`src/rtl/uart_rx_byte.sv`:
```
// 8N1 UART receiver: synchronises rx, detects the start edge, samples each bit at mid-period
// and emits one byte per frame with a single-cycle valid strobe or a framing-error strobe.
module uart_rx_byte #(
  parameter int unsigned CLKS_PER_BIT = 1250,
  parameter int unsigned CNT_W        = 11
) (
  input  logic       clk_in,
  input  logic       rst_n,
  input  logic       rx,
  output logic [7:0] data_out,
  output logic       rx_valid,
  output logic       frame_err,
  output logic       busy
);

  typedef enum logic [2:0] {
    StIdle,
    StStart,
    StData,
    StStop,
    StBreak
  } state_e;

  // Terminal counts: mid start bit, then one full bit period per data/stop bit.
  localparam logic [CNT_W-1:0] HalfLast = CNT_W'(CLKS_PER_BIT / 2 - 1);
  localparam logic [CNT_W-1:0] BitLast  = CNT_W'(CLKS_PER_BIT - 1);

  state_e           state;
  logic [CNT_W-1:0] cnt;
  logic [2:0]       idx;
  logic [7:0]       shreg;
  logic             rx_meta;
  logic             rx_s;

  // Two-stage synchroniser, preset to the idle-high line level.
  always_ff @(posedge clk_in or negedge rst_n) begin
    if (!rst_n) begin
      rx_meta <= 1'b1;
      rx_s    <= 1'b1;
    end else begin
      rx_meta <= rx;
      rx_s    <= rx_meta;
    end
  end

  // Receive FSM with registered strobes, busy and data.
  always_ff @(posedge clk_in or negedge rst_n) begin
    if (!rst_n) begin
      state     <= StIdle;
      cnt       <= '0;
      idx       <= '0;
      shreg     <= '0;
      data_out  <= 8'h00;
      rx_valid  <= 1'b0;
      frame_err <= 1'b0;
      busy      <= 1'b0;
    end else begin
      rx_valid  <= 1'b0;
      frame_err <= 1'b0;
      case (state)
        StIdle: begin
          if (!rx_s) begin
            state <= StStart;
            cnt   <= '0;
            busy  <= 1'b1;
          end
        end
        StStart: begin
          if (cnt == HalfLast) begin
            cnt <= '0;
            if (!rx_s) begin
              state <= StData;
              idx   <= '0;
            end else begin
              // Too short to be a start bit: treat as a glitch.
              state <= StIdle;
              busy  <= 1'b0;
            end
          end else begin
            cnt <= cnt + CNT_W'(1);
          end
        end
        StData: begin
          if (cnt == BitLast) begin
            cnt   <= '0;
            shreg <= {rx_s, shreg[7:1]};
            if (idx == 3'd7) begin
              state <= StStop;
            end else begin
              idx <= idx + 3'd1;
            end
          end else begin
            cnt <= cnt + CNT_W'(1);
          end
        end
        StStop: begin
          if (cnt == BitLast) begin
            cnt <= '0;
            if (rx_s) begin
              data_out <= shreg;
              rx_valid <= 1'b1;
              state    <= StIdle;
              busy     <= 1'b0;
            end else begin
              frame_err <= 1'b1;
              state     <= StBreak;
            end
          end else begin
            cnt <= cnt + CNT_W'(1);
          end
        end
        StBreak: begin
          // Wait out a held-low line so it cannot re-trigger a start.
          if (rx_s) begin
            state <= StIdle;
            busy  <= 1'b0;
          end
        end
        default: begin
          state <= StIdle;
          cnt   <= '0;
          busy  <= 1'b0;
        end
      endcase
    end
  end

endmodule

```
`config.mk`:
```
export PLATFORM = sky130hd
export DESIGN_NAME = uart_rx_byte
export DESIGN_NICKNAME = d
export VERILOG_FILES = /design/src/rtl/uart_rx_byte.sv
export SDC_FILE = /design/constraint.sdc
export NUM_CORES = 1
export LEC_CHECK = 0
export BUFFER_PORTS_ARGS = -buffer_cell sky130_fd_sc_hd__buf_2
export CORE_MARGIN = 2
export CORE_UTILIZATION = 50
export CTS_CLUSTER_DIAMETER = 30
export DETAILED_ROUTE_END_ITERATION = 7
export GPL_TIMING_DRIVEN = 0
export PLACE_DENSITY = 0.76
export SLEW_MARGIN = 15
export SYNTH_ARGS = -nofsm -noshare
export SYNTH_HDL_FRONTEND = slang
export SYNTH_SLANG_ARGS = --single-unit
```
`constraint.sdc`:
```
create_clock -name clk_in -period 2.3 [get_ports clk_in]
set_clock_uncertainty 0.05 [all_clocks]
set_input_delay 0.46 -clock clk_in [delete_from_list [all_inputs] [get_ports clk_in]]
set_output_delay 0.46 -clock clk_in [all_outputs]
set_load 0.005 [all_outputs]
```
# Word-level counts from Yosys, hierarchy flattened

Cells that the tools add are included.

Flip-flop bits (word level): 38
Bits in latches: 0
Bits in writable memories: 0
Memory bits (read-only): 0
Output and inout bits: 11
Memories kept: 0

Add/subtract/negate cells: 2
Multipliers: 0
Divide/modulo/power cells: 0
Order comparisons: 0
Eq/ne operators: 15
Shifts and indexed selects: 0
Muxes and demuxes: 29
Bitwise gates (word level): 2
Reductions and logical operators: 9

Operators with widths:

| cell                                                   | count |
|---|---|
| one-hot mux 11 bit (4 select lines)                    | 1 |
| 2-to-1 mux 11 bit                                      | 3 |
| 2-to-1 mux 3 bit                                       | 11 |
| inequality test 2 bit (second input constant)          | 8 |
| one-hot mux 3 bit (5 select lines)                     | 1 |
| adder 11 x 1 -> 11 bit (second input constant)         | 1 |
| equality test 11 x 10 -> 1 bit (second input constant) | 1 |
| equality test 11 bit (second input constant)           | 1 |
| 2-to-1 mux 1 bit                                       | 10 |
| equality test 3 x 2 -> 1 bit (second input constant)   | 2 |
| equality test 3 bit (second input constant)            | 2 |
| one-hot mux 3 bit (2 select lines)                     | 1 |
| AND reduction 6 bit                                    | 1 |
| one-hot mux 1 bit (5 select lines)                     | 1 |
| AND reduction 5 bit                                    | 1 |
| AND reduction 2 bit                                    | 2 |
| AND reduction 4 bit                                    | 1 |
| adder 3 x 1 -> 3 bit (second input constant)           | 1 |
| equality test 3 x 1 -> 1 bit (second input constant)   | 1 |
| zero test 3 bit                                        | 1 |
| AND reduction 3 bit                                    | 1 |
| 2-to-1 mux 2 bit                                       | 1 |
| inverter 1 bit                                         | 2 |
| nonzero test 2 bit                                     | 1 |
| OR reduction 2 bit                                     | 1 |

# Longest topological paths before layout

Word-level depth: 4
Depth in mapped cells: 8

# Worst setup path before layout

No wires, ideal clock.

Path kind: flip-flop to flip-flop
From: reg cnt[3]
To: reg shreg[0]
Setup time: 0.125 ns
Data arrival time: 1.787 ns
Slack: 0.338 ns
Cell stages (with the launch flop): 5
Buffers on the path: 0
Period minus slack after synthesis: 1.962 ns
Cell sequence: dfrtp_1 or3_4 or3_4 nor2_8 mux2_2

Longest elaborated chain between the ends: 2

RTL lines:

| element                       | line | RTL |
|---|---|---|
| start, declared               | 29   | `logic [CNT_W-1:0] cnt;` |
| start signal, assigned        | 80   | `cnt <= cnt + CNT_W'(1);` |
| start signal, assigned        | 93   | `cnt <= cnt + CNT_W'(1);` |
| start signal, assigned        | 109  | `cnt <= cnt + CNT_W'(1);` |
| equality test 11 bit          | 84   | `if (cnt == BitLast) begin` |
| AND reduction 2 bit (no line) | --   |  |
| end signal, assigned          | 86   | `shreg <= {rx_s, shreg[7:1]};` |
| end, declared                 | 31   | `logic [7:0] shreg;` |

Every way passes these cells.
A chain may end at the register's enable or synchronous reset.

# Worst setup path after layout

From: reg cnt[3]
To: reg shreg[3]

Same word-level chain as after synthesis.

==> results.yml <==
routing:
  via_per_inst: 5.77
  drc: 0
  routed_wl_microns: 3220
  wl_per_cell_microns: 14.4
  vias: 1286
  firstDrtPassIters: 4
  drt_iter0_markers: 62
  drtAntennaViolNets: 0
synthesis:
  ys_seq_area_share_pct: 51.4
  synth_area_leaders: "dfrtp_1 (49%), mux2_2 (10%), ha_1 (3.4%), dfstp_2 (2.8%), a31oi_1 (1.7%)"
  synthTopCellsByCount: "dfrtp_1 (36), mux2_2 (17), nor2_1 (8)"
  async_flop_share_pct: 100
  syn-cell-area_sq_mm: 0.00186
  synth.largest_area_cell: "dfrtp_1"
  synth_cells: 154
  synth.most_common_cell: "dfrtp_1"
  syn-mean-instance-area_sq_um: 12.0
  synth_edf_count: 0
  synth-main-ff-cell: "dfrtp_1"
  synth_top_area_share_pct: 48.6
  synth-seq-cells: 38
  synth_fp_nets: 162
  synth_cell_types: 43
  yosysWarnings: 0
timing:
  rsz0062_at_grt: "false"
  period_minus_slack_ns: 2.09
  slew_headroom_pct: 47.3
  setup_viol: 0
  worst_slew_pin_slew_ns: 0.791
  final_hold_viol_count: 0
  clock.fmax_mhz: 478
  hold_slack_ns: 0.201
  timing.final.crit_share_pct: 90.9
  slew_viol_final: 0
  setup_tns_ns: 0
die:
  start_util_pct: 51.5
  core_sq_mm: 0.00361
  die_w_microns: 64.9
  fp.dieH_microns: 64.9
  io_pins: 14
  num_rows: 22
  die_area_sq_mm: 0.00421
critical_path:
  cp_common_cell: "or3_4"
  critPathRequiredTime_ns: 2.42
  crit_path_start_kind: "flip-flop"
  path_delay_family: "simple AND/OR/NAND/NOR gates"
  worstSetupPathType: "reg2reg"
  regToRegSetupSlack_ns: 0.21
  crit_fanout: 8
  end_kind: "flip-flop"
  critPathArrivalTime_ns: 2.21
  slowest_delay_ns: 0.46
  worstPathCellList: "or3_4 > or3_4 > nor2_8 > mux2_2"
  critPathBufInv: 0
  slowest_stage: "or3_4"
cts:
  cts_resized: 0
  insertion_delay_ns: 0.29
  cts_sinks: 38
  clk_path_buf_depth: 2
  clk_pin_slew_ns: 0.07
  cts_tree: "done"
  root_buffer: "clkbuf_8"
  htreeDepth: 2
  cts_hold_buf: 0
  post_cts_buffers: 0
  numCtsBuffers: 5
pwr:
  p_per_area_mw_per_mm2: 650
  swShare_pct: 17.7
  seqPwrFrac_pct: 48.7
  p_int_mw: 1.14
  comb_power_share_pct: 1.4
  power.share.clock_pct: 49.9
  ir_worst_vdd_mv: 0.313
  power.switching_mw: 0.244
  leakagePower_nw: 1.06
layout:
  diodes: 0
  drive_gt1_share_pct: 31.4
  fillers: 277
  fin_nets: 182
  area_growth_pct: 14.4
global_routing:
  grt_max_degree: 39
  grt_overflow: 0
  grt_pass1_wl_microns: 5870
  grt_pass1_vias: 1251
  track_usage_pct: 18.4
  antenna_found_initial: 0
placed_design:
  gp_congestion: 0.950
  place_hpwl_microns: 2180
  io_buffer_count: 13
run_status:
  status: "finished, final reports clean"
run:
  maxCapViolCount: 0
min_path:
  hp-class: "in2async"
[flip-flops by register name, summed over array words and instances (netlist names)]
register,count
busy,1
cnt,11
data_out,8
frame_err,1
idx,3
rx_meta,1
rx_s,1
rx_valid,1
shreg,8
state,3
[worst paths after layout]
path,from,end,cells after the start
setup / recovery,cnt[3]$_DFFE_PN0P_,shreg[3]$_DFFE_PN0P_,4
hold / removal,rst_n,cnt[6]$_DFFE_PN0P_,1
min in group clk_in,rx,rx_meta$_DFF_PN1_,1
setup reg to reg,cnt[3]$_DFFE_PN0P_,shreg[3]$_DFFE_PN0P_,4
hold reg to reg,rx_meta$_DFF_PN1_,rx_s$_DFF_PN1_,0
max in group asynchronous,rst_n,data_out[2]$_DFFE_PN0P_,1
[layout by cell type (no fill, tap or decap), drive strengths merged, types with 2 or more instances in the layout]
master / count
buf: 17
ha: 5
o21ai: 10
nor3: 4
bufinv: 2
and3: 7
nor3b: 4
a41oi: 3
nand2: 7
a21oi: 3
nand2b: 2
inv: 4
a21o: 4
a31oi: 5
nand3: 6
nor2: 9
mux2: 17
clkbuf: 7
dfrtp: 36
dfstp: 2
or3: 2
a22o: 3
o21a: 2
[kinds of logic after synthesis]
kind of cell,count (synthesis),synth area share (%)
multiplexers,18,10.9
buffers and inverters,9,3.03
AO/OA/AOI/OAI,38,15.3
flip-flops,38,51.4
adder cells (fa/ha/maj),5,3.37
XOR/XNOR,1,0.472
AND/OR/NAND/NOR,45,15.6
[power by group through the flow]
stage / Sequential, mW / Clock (mW) / Combinational (mW)
floorplan: 0.685 / 0 / 0.00490
global placement: 0.684 / 0 / 0.0201
detailed placement: 0.685 / 0 / 0.0208
CTS: 0.672 / 0.705 / 0.0208
global route: 0.672 / 0.743 / 0.0234
finish: 0.672 / 0.689 / 0.0194
[per-stage QoR]
step / cell area, sq um / cells / total power [mW] / setup WS [ns] / utilization, %
CTS: 2120 / 223 / 1.40 / 0.211 / 58.9
finish: 2120 / 223 / 1.38 / 0.208 / 58.9
floorplan: 1860 / 154 / 0.689 / 0.338 / -
detailed placement: 1980 / 215 / 0.705 / 0.232 / 54.9
global placement: 1980 / 215 / 0.705 / 0.253 / 54.9
global route: 2120 / 223 / 1.44 / 0.120 / 58.9
[layer usage]
| metal | global-route usage [%] | vias to the layer above | wire [microns] |
|---|---|---|---|
| met1 | 23.2 | 639 | 1420 |
| met5 | 0 | - | 0 |
| met2 | 29.0 | 27 | 1610 |
| met4 | 7.18 | 0 | 51 |
| li1 | - | 614 | - |
| met3 | 6.25 | 6 | 142 |
[final cells by class]
class,instances,area (sq um),area share [%]
plain buffers,5,41.3,1.94
clock buffers,6,82.6,3.89
clock inverters,2,60.1,2.83
inverters,4,15.0,0.707
multi-input cells,107,846,39.8
flip-flops and latches,38,953,44.9
well taps,48,60.1,2.83
repair buffers,13,65.1,3.06
Power figures use the tool's default switching activity.
